**src/rtl/haddr_slv_interface_p.sv**
```systemverilog
// haddr_slv_interface_p: AHB slave front end of an AHB-to-APB bridge (decode, 2-deep addr/data pipe, error reply).
// Latency: tempselx/valid combinational; Haddr1/Hwdata1 one accepted cycle, Haddr2/Hwdata2 two accepted cycles.
// Backpressure: Hreadyin=0 freezes the pipeline; optional error FSM built when HSLV_ERRRESP_EN is defined.
module haddr_slv_interface_p #(
  parameter int          AW   = 32,
  parameter int          DW   = 32,
  parameter int          NSLV = 3,
  parameter logic [31:0] BASE = 32'h8000_0000,
  parameter int          RGN  = 26
) (
  input  logic            Hclk,
  input  logic            Hresetin,
  input  logic            Hwrite,
  input  logic            Hreadyin,
  input  logic [1:0]      Htrans,
  input  logic [AW-1:0]   Haddr,
  input  logic [DW-1:0]   Hwdata,
  input  logic [DW-1:0]   Prdata,
  output logic [AW-1:0]   Haddr1,
  output logic [AW-1:0]   Haddr2,
  output logic [DW-1:0]   Hwdata1,
  output logic [DW-1:0]   Hwdata2,
  output logic            Hwritereg,
  output logic            valid,
  output logic [NSLV-1:0] tempselx,
  output logic [DW-1:0]   Hrdata,
  output logic [1:0]      Hresp,
  output logic            Hready_err
);

  // Decode arithmetic is done in 64 bits so the region end never overflows.
  localparam logic [63:0] BASE_X = 64'(BASE);
  localparam logic [63:0] REGION = 64'd1 << RGN;
  localparam logic [63:0] TOP    = BASE_X + 64'(NSLV) * REGION;
  localparam logic [63:0] SPACE  = 64'd1 << AW;

  // The decoded window must not wrap past the top of the address space.
  if (TOP > SPACE) begin : g_wrap_err
    $error("haddr_slv_interface_p: BASE + NSLV*2^RGN exceeds the 2^AW address space");
  end
  if (NSLV < 1 || NSLV > 8) begin : g_nslv_err
    $error("haddr_slv_interface_p: NSLV must be 1..8");
  end
  if (AW < 16 || AW > 32) begin : g_aw_err
    $error("haddr_slv_interface_p: AW must be 16..32");
  end
  if (DW != 8 && DW != 16 && DW != 32 && DW != 64) begin : g_dw_err
    $error("haddr_slv_interface_p: DW must be 8, 16, 32 or 64");
  end

  logic [63:0] addr_x;
  logic [63:0] slot;
  logic        in_range;
  logic        mapped;
  logic        active;

  assign addr_x   = {{(64-AW){1'b0}}, Haddr};
  assign in_range = (addr_x >= BASE_X) && (addr_x < TOP);
  assign slot     = (addr_x - BASE_X) >> RGN;
  assign active   = Htrans[1];            // NONSEQ (10) or SEQ (11)

  // One-hot region select; all-zero whenever the address falls outside the window.
  always_comb begin
    tempselx = '0;
    for (int i = 0; i < NSLV; i++) begin
      if (in_range && (slot == 64'(i))) begin
        tempselx[i] = 1'b1;
      end
    end
  end

  assign mapped = |tempselx;
  assign valid  = Hreadyin & active & mapped;
  assign Hrdata = Prdata;

  // Address/data/direction pipeline, advancing only on accepted (Hreadyin=1) cycles.
  always_ff @(posedge Hclk or negedge Hresetin) begin
    if (!Hresetin) begin
      Haddr1    <= '0;
      Haddr2    <= '0;
      Hwdata1   <= '0;
      Hwdata2   <= '0;
      Hwritereg <= 1'b0;
    end else if (Hreadyin) begin
      Haddr1    <= Haddr;
      Haddr2    <= Haddr1;
      Hwdata1   <= Hwdata;
      Hwdata2   <= Hwdata1;
      Hwritereg <= Hwrite;
    end
  end

`ifdef HSLV_ERRRESP_EN
  typedef enum logic [1:0] {ST_OKAY = 2'd0, ST_ERR1 = 2'd1, ST_ERR2 = 2'd2} err_state_t;

  err_state_t state;
  err_state_t state_nxt;
  logic       err_start;

  // An accepted active transfer that hits no slave starts an ERROR response.
  assign err_start = Hreadyin & active & ~mapped;

  // Error FSM state register.
  always_ff @(posedge Hclk or negedge Hresetin) begin
    if (!Hresetin) begin
      state <= ST_OKAY;
    end else begin
      state <= state_nxt;
    end
  end

  // Next state: ERR1 is the wait cycle, ERR2 the final cycle (which may chain into a new error).
  always_comb begin
    state_nxt = state;
    case (state)
      ST_OKAY: state_nxt = err_start ? ST_ERR1 : ST_OKAY;
      ST_ERR1: state_nxt = ST_ERR2;
      ST_ERR2: state_nxt = err_start ? ST_ERR1 : ST_OKAY;
      default: state_nxt = ST_OKAY;
    endcase
  end

  // Two-cycle AHB ERROR: first cycle holds the bus, second releases it.
  always_comb begin
    Hresp      = 2'b00;
    Hready_err = 1'b1;
    case (state)
      ST_ERR1: begin
        Hresp      = 2'b01;
        Hready_err = 1'b0;
      end
      ST_ERR2: begin
        Hresp      = 2'b01;
        Hready_err = 1'b1;
      end
      default: begin
        Hresp      = 2'b00;
        Hready_err = 1'b1;
      end
    endcase
  end
`else
  // Without the error responder unmapped transfers are dropped silently.
  assign Hresp      = 2'b00;
  assign Hready_err = 1'b1;
`endif

endmodule

```
**config.mk**
```make
export PLATFORM = sky130hd
export DESIGN_NAME = haddr_slv_interface_p
export DESIGN_NICKNAME = d
export VERILOG_FILES = /design/src/rtl/haddr_slv_interface_p.sv
export SDC_FILE = /design/constraint.sdc
export NUM_CORES = 1
export LEC_CHECK = 0
export ABC_AREA = 1
export CAP_MARGIN = 20
export CELL_PAD_IN_SITES_DETAIL_PLACEMENT = 1
export CELL_PAD_IN_SITES_GLOBAL_PLACEMENT = 2
export CORE_MARGIN = 4
export CORE_UTILIZATION = 23
export DETAILED_ROUTE_END_ITERATION = 16
export GPL_ROUTABILITY_DRIVEN = 1
export HOLD_SLACK_MARGIN = 0.05
export PLACE_DENSITY = 0.95
export SYNTH_ARGS = -nofsm -noshare
export SYNTH_HDL_FRONTEND = slang
export SYNTH_SLANG_ARGS = --single-unit
export TNS_END_PERCENT = 20
```
**constraint.sdc**
```tcl
create_clock -name Hclk -period 1.8 [get_ports Hclk]
set_clock_uncertainty 0.15 [all_clocks]
set_input_delay 0.27 -clock Hclk [delete_from_list [all_inputs] [get_ports Hclk]]
set_output_delay 0.27 -clock Hclk [all_outputs]
set_load 0.01 [all_outputs]
```
Word-level counts from Yosys, hierarchy flattened
Cells that the tools add are included.
{ "op_classes": {"magnitude_cmp": 2, "reduce_logical": 6, "mux": 3, "n_eq_ne": 2, "n_bitwise": 2, "n_addsub": 1} }
{ "ops": {"columns": ["op", "n"], "rows": [
  ["64-bit logical NOT", 1],
  ["38-bit by 1-bit equality test with 1-bit output, second input constant", 1],
  ["38-bit by 2-bit equality test with 1-bit output, second input constant", 1],
  ["32-bit by 32-bit subtractor with 33-bit output, second input constant", 1],
  ["32-bit >= comparator, second input constant", 1],
  ["32-bit < comparator, second input constant", 1],
  ["1-bit logical AND", 4],
  ["1-bit two-way mux", 3],
  ["3-bit OR reduction", 1],
  ["1-bit bitwise AND", 2]
]} }
{ "totals": {"reg_bits": 129, "output_inout_bits": 168, "inputBits": 102} }

Depth between registers and ports, before layout
Gate-level depths: netlist of the first run.
{ "logic_depth": {"ltp_word": 6, "mapped_depth": 5} }

Worst setup path after synthesis of the first run
OpenSTA, ideal clock, no wires.
{ "synth_path": {"kind": "input-to-output", "from": "input port Hreadyin", "to": "output port valid", "t_arrival_ns": 0.774, "setup_slack_ns": 0.606, "n_path_buf": 2, "cell_stages": 4, "required_time_ns": 1.380, "cell_sequence": "buf_4 buf_6 o21ai_0 nor2_1"} }
{ "synth_via": {"elab_chain_len": 2} }
{ "synth_lines": {"columns": ["element", "line_no", "rtl"], "rows": [
  ["from (decl)", "14", "input logic Hreadyin,"],
  ["1-bit bitwise AND (2 in a row)", "73", "assign valid = Hreadyin & active & mapped;"],
  ["to (decl)", "24", "output logic valid,"]
]} }
No other way between the ends.

Worst setup path after layout of the first run
{ "layout_path": {"from": "register Hwdata1[17]", "to": "output port Hwdata1[17]"} }
{ "layout_rtl": {"columns": ["element", "line_no", "rtl"], "rows": [
  ["from (decl)", "21", "output logic [DW-1:0] Hwdata1,"],
  ["from (signal assigned)", "87", "Hwdata1 <= Hwdata;"]
]} }
No word-level cell between the ends.

==> impl_results.md, run 1 <==
- Antenna cells: 0
- Sequential cell area fraction in the yosys report: 62.8%
- Non-Filler Cell Area, Final: about 8000 um2
- Async set-reset flop share out of synthesis: 100%
- Synthesized netlist cell count: 564
- Worst IR Drop VDD: 519 uV
- Height of the chip: 158 um
- Buffers from clock root to sink, at most: 2
- Root Buffer: sky130_fd_sc_hd__clkbuf_16
- Number of search-and-repair iterations in the first detailed-routing pass: 4
- Required time at the endpoint of the critical path: 1.38 ns
- EDFF count, synth: 0
- Time the worst path needs with I/O delays and setup: 1.75 ns
- Power per standard cell area: 1040 nW/um2
- Synth area leader: sky130_fd_sc_hd__dfrtp_1
- Fraction of layout cells with a size suffix above 1: 6.18%
- Global route overflow: 0
- Number of synthesized register bits: 129
- Global router's overall resource usage: about an eighth
- Synthesis Warnings: 0
- Core outline area: 21,900 um2
- Critical setup path kind: flip-flop to output pin
- Starting density of the core: between 20% and 30%
- Routability congestion estimate: ~0.74
- Endpoints failing setup: 0
- Syn Area/Cell: 9.12 um2
- CTS H-Tree Depth: 4
- Count of placed standard cells including taps: slightly below 1,000
- Vias post-DR: 4,115
- Post-detailed-route count of antenna-violating nets: 0
- Post-layout instance count excluding filler cells: 1,024
- Top flip-flop cell by instance count after synthesis: sky130_fd_sc_hd__dfrtp_1
- Total of fill cells in the finished design: 2,526
- Leading cell types by total area after synthesis: sky130_fd_sc_hd__dfrtp_1 (63%), sky130_fd_sc_hd__nand2_1 (19%), sky130_fd_sc_hd__o21ai_0 (5.9%), sky130_fd_sc_hd__buf_4 (5.7%), sky130_fd_sc_hd__inv_1 (2.5%)
- Via count of the first global-routing pass: 4,347
- Synth top area share: 62.8%
- Fin nets: 833
- Clock Pin Slew Worst Setup and Hold Paths: 0.06 ns
- Routed Wire Length: 15,500 um
- DR vias/cell: 4.02
- Ratio of final minimum period to clock period: between 90% and 100%
- Ordered list of cells on the worst path: clkdlybuf4s50_1
- Number of sinks on the clock net: 129
- Cell area reported after detailed placement: ~7200 um2
- Most common cell in the netlist: sky130_fd_sc_hd__nand2_1
- Maximum fanout count along the critical path: 2
- Worst Slack Setup Final: 0.0526 ns
- Most instantiated cells after synthesis: sky130_fd_sc_hd__nand2_1 (261), sky130_fd_sc_hd__dfrtp_1 (129), sky130_fd_sc_hd__o21ai_0 (61)
- Standard-cell rows: 54
- Storage cell area: ~3200 um2
- Synthesis-to-finish area growth: 53.8%
- Max_cap viols: 0
- Pre-CTS setup slack: -0.375 ns
- Die Outline Area: 24,800 um2
- Type of element capturing the critical path: output pin
- Combined area of the multi-input logic cells: 1360 um2
- Maximum number of pins on one net before global-route repair: 73
- Number of antenna violations at the first check in global routing: 0
- Number of failing hold endpoints at the final stage: 0
- Buffers and inverters on the worst path: 1
- Routed length per instance: 15.2 um
- Arrival time of the worst setup path: 1.33 ns
- Outcome: complete, no violations
- Total DRC errors in the routed layout: 0
- Cell Area, Synth: 5140 um2
- Post-CTS setup-driven buffer insertion count: 0
- Type of element launching the critical path: flip-flop
- Quantity of I/O buffers inserted on ports: 201
- Clock buffer count from CTS: 17
- Slowest stage cell, crit path: sky130_fd_sc_hd__clkdlybuf4s50_1
- Global-route wire length before repair: ~24,000 um
- Cell class contributing the biggest share of worst-path delay: buffers and inverters
- Top-level I/O count: 270
- Number of max-slew violations in the final report: 0
- Die X-Extent: approximately 160 um
- Post-DP HPWL: about 11,000 um
- Fmax: 0.572 GHz
- CTS tree: done
- Starting DRT DRC Count: 145
- Latest clock arrival within the worst-skew pair: around 0.40 ns
- Delay of the slowest critical-path stage: 0.55 ns
- Synth cell types: 14
- Worst hold-check path type: input pin to asynchronous set/reset pin
- Leakage power figure: 4.22 nW
## worst paths after layout
kind	from	endpoint	slack, ns	depth (start not counted)
min in group Hclk	Hreadyin	Haddr2[31]$_DFFE_PN0P_	0.20	4
setup / recovery	Hwdata1[17]$_DFFE_PN0P_	Hwdata1[17]	0.05	1
max in group asynchronous	Hresetin	Hwdata2[20]$_DFFE_PN0P_	0.80	3
setup reg to reg	Hwdata1[5]$_DFFE_PN0P_	Hwdata1[5]$_DFFE_PN0P_	0.92	2
hold reg to reg	Haddr2[30]$_DFFE_PN0P_	Haddr2[30]$_DFFE_PN0P_	0.32	2
hold / removal	Hresetin	Haddr2[20]$_DFFE_PN0P_	0.11	2
## state kept, by name, summed over array words and instances, names as in the netlist
register   cells
Hwdata1       32
Hwdata2       32
Hwritereg      1
Haddr2        32
Haddr1        32
## routing by layer
metal,GRT usage (%),up-vias,wire length (um)
met5,0,-,0
met3,3.52,19,917
met4,4.83,0,311
met1,15.5,1964,6330
met2,21.6,115,7970
li1,-,2017,-
## cells by family after synthesis
group | synth area share (%)
AND/OR/NAND/NOR | 19.9
other | 0.146
AO/OA/AOI/OAI | 6.23
flip-flops | 62.8
buffers and inverters | 11.0
## area by class of cell
| class | count | area share (%) |
|---|---|---|
| Sequential cell | 129 | 40.8 |
| Timing Repair Buffer | 210 | 28.3 |
| Multi-Input combinational cell | 338 | 17.2 |
| Clock buffer | 22 | 5.87 |
| Tap cell | 280 | 4.43 |
| Clock inverter | 10 | 1.69 |
| Inverter | 35 | 1.69 |
## placed cells by master, fill, tap and decap left out, drive strengths merged
cell,count
nand2,261
dlygate4sd3,1
bufinv,3
dfrtp,129
conb,3
clkinvlp,2
o21ai,64
clkdlybuf4s50,140
nand3,4
clkinv,5
inv,35
clkbuf,25
dlygate4sd2,10
dlymetal6s2s,45
nor2,6
buf,11
## what timing repair did
action                                  CTS  global route
resized for setup                        19            52
hold endpoints to repair                129             0
endpoints found under the setup margin   14            49
hold buffers                              1             0
pin swaps                                 0             1
## where the power goes
group	total [mW]	internal (mW)	switching (mW)
Combinational	1.37	0.724	0.647
Clock	3.50	2.24	1.26
Sequential	3.37	3.19	0.174
## stage by stage
stage / TNS [ns] / total power, mW / util, % / hold WS [ns]
6_report: 0 / 8.24 / 36.1 / 0.111
2_1_floorplan: 0 / 3.95 / - / -0.176
3_5_place_dp: -1.36 / 4.86 / 32.9 / -0.0320
3_3_place_gp: -1.13 / 4.82 / 32.9 / -0.0333
5_1_grt: -0.00330 / 8.72 / 36.1 / 0.0973
4_1_cts: 0 / 8.45 / 35.7 / 0.0916
No activity file was read; power rests on OpenSTA's default activity.
==> run 2, diff against run 1 <==
--- a/config.mk
+++ b/config.mk
@@ -14,7 +14,7 @@
 export DETAILED_ROUTE_END_ITERATION = 16
 export GPL_ROUTABILITY_DRIVEN = 1
 export HOLD_SLACK_MARGIN = 0.05
-export PLACE_DENSITY = 0.95
+export PLACE_DENSITY_LB_ADDON = 0.1
 export SYNTH_ARGS = -nofsm -noshare
 export SYNTH_HDL_FRONTEND = slang
 export SYNTH_SLANG_ARGS = --single-unit
==> impl_results.md, run 2 (synthesis gave the netlist of run 1 again) <==
- Worst-case reg-to-reg path depth: 2
- Top-level I/O count: 270
- Count of placed standard cells including taps: 999
- Type of element launching the critical path: flip-flop
- Maximum fanout count along the critical path: 3
- Maximum number of pins on one net before global-route repair: around 80
- Die Outline Area: 24,800 um2
- Number of antenna violations at the first check in global routing: 0
- Total of fill cells in the finished design: 2,508
- Height of the chip: around 160 um
- Final sum of negative setup slack: 0 ns
- Number of search-and-repair iterations in the first detailed-routing pass: 4
- Global route overflow: 0
- Standard-cell rows: 54
- DR vias/cell: between 4 and 5
- Hold depth: 3
- Delay of the slowest critical-path stage: 0.55 ns
- Number of max-slew violations in the final report: 0
- Most common cell after layout, fill and taps aside: sky130_fd_sc_hd__nand2_1
- Fmax: 0.568 GHz
- Required time at the endpoint of the critical path: 1.38 ns
- Endpoint with the worst hold slack: Haddr1[28]$_DFFE_PN0P_
- Non-Filler Cell Area, Final: 7980 um2
- Quantity of I/O buffers inserted on ports: 201
- Type of element capturing the critical path: output pin
- Via count of the first global-routing pass: 4,558
- Fraction of layout cells with a size suffix above 1: 7.46%
- Starting density of the core: 23.5%
- Endpoints failing setup: 0
- Fin nets: about 840
- Total DRC errors in the routed layout: 0
- Cell class contributing the biggest share of worst-path delay: buffers and inverters
- Slowest stage cell, crit path: sky130_fd_sc_hd__clkdlybuf4s50_1
- Power per standard cell area: roughly 1100 nW/um2
- Critical setup path kind: flip-flop to output pin
- Worst IR Drop VDD: 525 uV
- Die X-Extent: 158 um
- Post-DP HPWL: around 12,000 um
- Buffers from clock root to sink, at most: 2
- Post-detailed-route count of antenna-violating nets: 0
- Unrepaired setup endpoints after global routing: yes
- Max_cap viols: 0
- Core outline area: about 22,000 um2
- CTS H-Tree Depth: 4
- Number of sinks on the clock net: 129
- Commonest cells after routing, fill and taps aside: sky130_fd_sc_hd__nand2_1 (261), sky130_fd_sc_hd__clkdlybuf4s50_1 (138), sky130_fd_sc_hd__dfrtp_1 (129)
- Buffers and inverters on the worst path: 1
- Post-layout total power: 8.39 mW
- CTS tree: done
- Ordered list of cells on the worst path: clkdlybuf4s50_1
- Routability congestion estimate: 0.759
- Global router's overall resource usage: 13.1%
- Starting DRT DRC Count: 152
- Latest clock arrival within the worst-skew pair: around 0.4 ns
- Beginning of the worst register-to-register path: Hwdata1[13]$_DFFE_PN0P_
- Clock Pin Slew Worst Setup and Hold Paths: 0.06 ns
- Routed Wire Length: 16,200 um
- Ratio of final minimum period to clock period: 97.8%
- Outcome: complete, no violations
- Number of failing hold endpoints at the final stage: 0
- Worst hold-check path type: input pin to flip-flop
- Vias post-DR: 4,247
- Combined area of the multi-input logic cells: 1370 um2
- Synthesis-to-finish area growth: 55.2%
- Leakage power figure: 4.25 nW
- Root Buffer: sky130_fd_sc_hd__clkbuf_16
- Storage cell area: about 3200 um2
- Cell area reported after detailed placement: 7260 um2
- Startpoint of the worst hold path: Haddr[28]
- Time the worst path needs with I/O delays and setup: around 1.8 ns
- FF-to-FF setup slack: slightly below 1 ns
- Routed length per instance: 15.7 um
- Capture point of the worst reg-to-reg path: Hwdata2[13]$_DFFE_PN0P_
- Clock buffer count from CTS: 17
- Global-route wire length before repair: ~25,000 um
- Arrival time of the worst setup path: around 1.3 ns
- Antenna cells: 0
- Post-layout instance count excluding filler cells: about 1,000
run 2: cell count changes in the layout (fill, tap and decap cells not counted), moves of 2 or more:
cell | previous run | this run
sky130_fd_sc_hd__dlygate4sd2_1 | 10 | 13
sky130_fd_sc_hd__clkdlybuf4s50_1 | 140 | 138
sky130_fd_sc_hd__clkbuf_1 | 3 | 1
sky130_fd_sc_hd__buf_4 | 3 | 12
sky130_fd_sc_hd__clkinv_2 | 4 | 2
sky130_fd_sc_hd__clkbuf_8 | 2 | 0
sky130_fd_sc_hd__clkinv_4 | 1 | 3
run 2: layout make-up:
cell class                 count  area share (%)
sequential                   129            40.5
clock inverter                13            2.35
multi-input combinational    338            17.1
clock buffer                  18            5.38
timing repair buffer         218            28.6
tap                          280            4.39
inverter                      35            1.68
run 2: worst max-delay path by stage:
stage	from	to	slack, ns	depth (start not counted)
finish	Haddr1[24]$_DFFE_PN0P_	Haddr1[24]	0.04	1
global route	Haddr[31]	tempselx[2]	-0.02	6
CTS	Haddr2[5]$_DFFE_PN0P_	Haddr2[5]	0.003	1
detailed placement	Haddr[28]	tempselx[2]	-0.44	5
global placement	Haddr[29]	valid	-0.30	5
floorplan	Hreadyin	valid	0.61	4
run 2: per-layer routing:
layer / track usage, % / share of wire (%)
met1: 16.3 / 43
met2: 19.8 / 45
met3: 6.24 / 10
met4: 5.08 / 2.1
met5: 0 / 0
run 2: through the flow:
step | hold WS [ns] | worst slack, ns | utilization (%)
finish | 0.143 | 0.0399 | 36.4
global route | 0.140 | -0.0195 | 36.4
CTS | 0.122 | 0.00332 | 36.0
detailed placement | 0.0976 | -0.440 | 33.2
global placement | 0.0973 | -0.299 | 33.2
floorplan | -0.176 | 0.606 | -
run 2: repair_timing:
item | 4_1_cts | 5_1_grt
resized for setup | 24 | 50
pin swaps | 1 | 0
setup buffers | 0 | 0
endpoints found under the hold margin | 92 | 0
hold buffers | 1 | 0
setup endpoints to repair | 16 | 48
run 2: power breakdown:
group / leakage, nW / internal, mW / switching (mW)
Clock: 0.292 / 2.32 / 1.32
Sequential: 1.59 / 3.19 / 0.177
Combinational: 2.37 / 0.728 / 0.651
==> run 3, diff against run 2 <==
--- a/config.mk
+++ b/config.mk
@@ -5,12 +5,10 @@
 export SDC_FILE = /design/constraint.sdc
 export NUM_CORES = 1
 export LEC_CHECK = 0
-export ABC_AREA = 1
 export CAP_MARGIN = 20
 export CELL_PAD_IN_SITES_DETAIL_PLACEMENT = 1
 export CELL_PAD_IN_SITES_GLOBAL_PLACEMENT = 2
-export CORE_MARGIN = 4
-export CORE_UTILIZATION = 23
+export CORE_UTILIZATION = 27
 export DETAILED_ROUTE_END_ITERATION = 16
 export GPL_ROUTABILITY_DRIVEN = 1
 export HOLD_SLACK_MARGIN = 0.05
==> impl_results.md, run 3 <==
- Root Buffer: sky130_fd_sc_hd__clkbuf_16
- Minimum hold slack: 0.116 ns
- Worst IR Drop VDD: about 630 uV
- Most common cell after layout, fill and taps aside: sky130_fd_sc_hd__clkdlybuf4s50_1
- Die Outline Area: 19,500 um2
- Cell Area, Synth: around 5100 um2
- Routability congestion estimate: slightly below 0.7
- Type of element capturing the critical path: output pin
- Starting DRT DRC Count: 78
- Post-DP HPWL: 8540 um
- Critical setup path kind: input pin to output pin
- Arrival time of the worst setup path: 1.37 ns
- Global route overflow: 0
- Sequential cell area fraction in the yosys report: a little over three fifths
- Synth area leader: sky130_fd_sc_hd__dfrtp_1
- Clock buffer count from CTS: 17
- Endpoints failing setup: 0
- Synth cell types: 10
- Type of element launching the critical path: input pin
- Latest clock arrival within the worst-skew pair: approximately 0.4 ns
- Max_cap viols: 0
- Number of antenna violations at the first check in global routing: 0
- Worst Slack Setup Final: 0.0108 ns
- Number of synthesized register bits: between 100 and 150
- Antenna cells: 0
- Post-layout instance count excluding filler cells: around 740
- Number of sinks on the clock net: 129
- Fraction of layout cells with a size suffix above 1: between 30% and 40%
- Fin nets: approximately 600
- Global-route wire length before repair: 19,800 um
- Power per standard cell area: 1080 nW/um2
- Synth top area share: 63.2%
- Synthesized netlist cell count: 315
- Quantity of I/O buffers inserted on ports: 201
- Synthesis-to-finish area growth: 52.6%
- Leading cell types by total area after synthesis: sky130_fd_sc_hd__dfrtp_1 (63%), sky130_fd_sc_hd__mux2_2 (28%), sky130_fd_sc_hd__buf_4 (6.6%), sky130_fd_sc_hd__nor3b_2 (0.49%), sky130_fd_sc_hd__buf_2 (0.39%)
- Commonest cells after routing, fill and taps aside: sky130_fd_sc_hd__clkdlybuf4s50_1 (152), sky130_fd_sc_hd__dfrtp_1 (129), sky130_fd_sc_hd__mux2_2 (129)
- Via count of the first global-routing pass: around 3,500
- Most instantiated cells after synthesis: sky130_fd_sc_hd__dfrtp_1 (129), sky130_fd_sc_hd__mux2_2 (129), sky130_fd_sc_hd__buf_4 (45)
- Sequential power share: 41.3%
- Routed Wire Length: about 12,000 um
- Core outline area: 18,300 um2
- Time the worst path needs with I/O delays and setup: between 1.5 and 2 ns
- Fmax: ~0.56 GHz
- Standard-cell rows: 49
- Clock Pin Slew Worst Setup and Hold Paths: around 0.060 ns
- Async set-reset flop share out of synthesis: 100%
- Cell area reported after detailed placement: 7130 um2
- Maximum number of pins on one net before global-route repair: 78
- Switch Pwr: around 2.0 mW
- Number of max-slew violations in the final report: 0
- Global router's overall resource usage: 13.3%
- CTS tree: done
- Proportion of total power due to net switching: 24.1%
- Hold depth: 2
- EDFF count, synth: 0
- DR vias/cell: 4.37
- Syn Area/Cell: ~16 um2
- Die X-Extent: 140 um
- Number of failing hold endpoints at the final stage: 0
- Worst-case reg-to-reg path depth: 1
- Number of search-and-repair iterations in the first detailed-routing pass: 3
- CTS H-Tree Depth: 4
- Synthesis Warnings: 0
- Starting density of the core: 27.9%
- Pre-CTS setup slack: -0.675 ns
- Part of the power in combinational logic: 19.2%
- Ratio of final minimum period to clock period: 99.4%
- Internal: 6.39 mW
- Worst hold-check path type: input pin to flip-flop
- Buffers from clock root to sink, at most: 2
- Height of the chip: around 140 um
- Top-level I/O count: 270
- Required time at the endpoint of the critical path: 1.38 ns
- Maximum fanout count along the critical path: 4
- Non-Filler Cell Area, Final: slightly below 8000 um2
- Post-CTS setup-driven buffer insertion count: 0
- Top flip-flop cell by instance count after synthesis: sky130_fd_sc_hd__dfrtp_1
- Clock network power share: 39.5%
- Count of placed standard cells including taps: about 700
- Routed length per instance: 16.8 um
- Vias post-DR: 3,210
- Total DRC errors in the routed layout: 0
- Post-detailed-route count of antenna-violating nets: 0
- Outcome: complete, no violations
- Unrepaired setup endpoints after global routing: yes
- Leakage power figure: 3.49 nW
==> run 3: cell count changes after synthesis, moves of 6 or more <==
cell / change
sky130_fd_sc_hd__o21ai_0: -61
sky130_fd_sc_hd__buf_4: +6
sky130_fd_sc_hd__nor2_1: -6
sky130_fd_sc_hd__inv_1: -34
sky130_fd_sc_hd__buf_2: -10
sky130_fd_sc_hd__mux2_2: +129
sky130_fd_sc_hd__nand2_1: -260
==> run 3: per-stage QoR <==
stage	util [%]	total power, mW	TNS [ns]
2_1_floorplan	-	4.18	0
3_3_place_gp	39.0	5.16	-2.53
3_5_place_dp	39.0	5.21	-2.56
4_1_cts	42.2	8.63	0
5_1_grt	42.7	8.86	-0.0652
6_report	42.7	8.42	0
==> run 3: critical path, stage by stage <==
cell and delay, ns:
sky130_fd_sc_hd__clkdlybuf4s15_1 0.20, sky130_fd_sc_hd__or4b_4 0.58, sky130_fd_sc_hd__a211oi_2 0.16, sky130_fd_sc_hd__buf_2 0.16
==> run 3: layout make-up <==
cell class / instances / area, um2
fillers: 1862 / 10500
flip-flops and latches: 129 / 3230
repair buffers: 208 / 2180
multi-input cells: 138 / 1530
clock buffers: 22 / 464
well taps: 229 / 287
clock inverters: 9 / 109
==> run 3: metal layers <==
metal  wire, um  global-route usage [%]  vias to the layer above
li1           -                       -                     1420
met1       5190                    16.2                     1632
met2       5800                    20.1                      145
met3       1290                    7.16                       13
met4         93                    4.09                        0
met5          0                       0                        -
==> run 3: cell families after synthesis <==
logic type / after synthesis / synth area share, %
other: 2 / 0.147
muxes: 129 / 28.4
and+or+nand+nor: 5 / 0.931
buffers and inverters: 49 / 7.01
AOI/OAI and AO/OA: 1 / 0.245
DFF: 129 / 63.2
==> run 3: timing repair <==
| item | 4_1_cts | 5_1_grt |
|---|---|---|
| hold buffers | 2 | 0 |
| gates resized for setup | 28 | 35 |
| cloned | 0 | 0 |
| endpoints found under the setup margin | 8 | 38 |
| hold endpoints to repair | 130 | 0 |
| pin swaps | 3 | 1 |
==> run 3: worst paths after layout <==
check	endpoint	slack, ns	startpoint
max reg2reg	Haddr1[21]$_DFFE_PN0P_	0.85	Haddr1[21]$_DFFE_PN0P_
min reg2reg	Haddr2[29]$_DFFE_PN0P_	0.35	Haddr2[29]$_DFFE_PN0P_
min in group asynchronous	Haddr1[27]$_DFFE_PN0P_	0.16	Hresetin
min	Haddr1[29]$_DFFE_PN0P_	0.12	Haddr[29]
max	valid	0.01	Haddr[29]
max in group asynchronous	Hwdata2[17]$_DFFE_PN0P_	0.73	Hresetin
==> run 3: power by group through the flow <==
stage	clock network [mW]	logic (mW)	registers [mW]
after floorplan	0	0.502	3.68
after global placement	0	1.66	3.51
after detailed placement	0	1.67	3.54
after CTS	3.47	1.67	3.49
after global routing	3.59	1.73	3.54
final	3.33	1.62	3.48
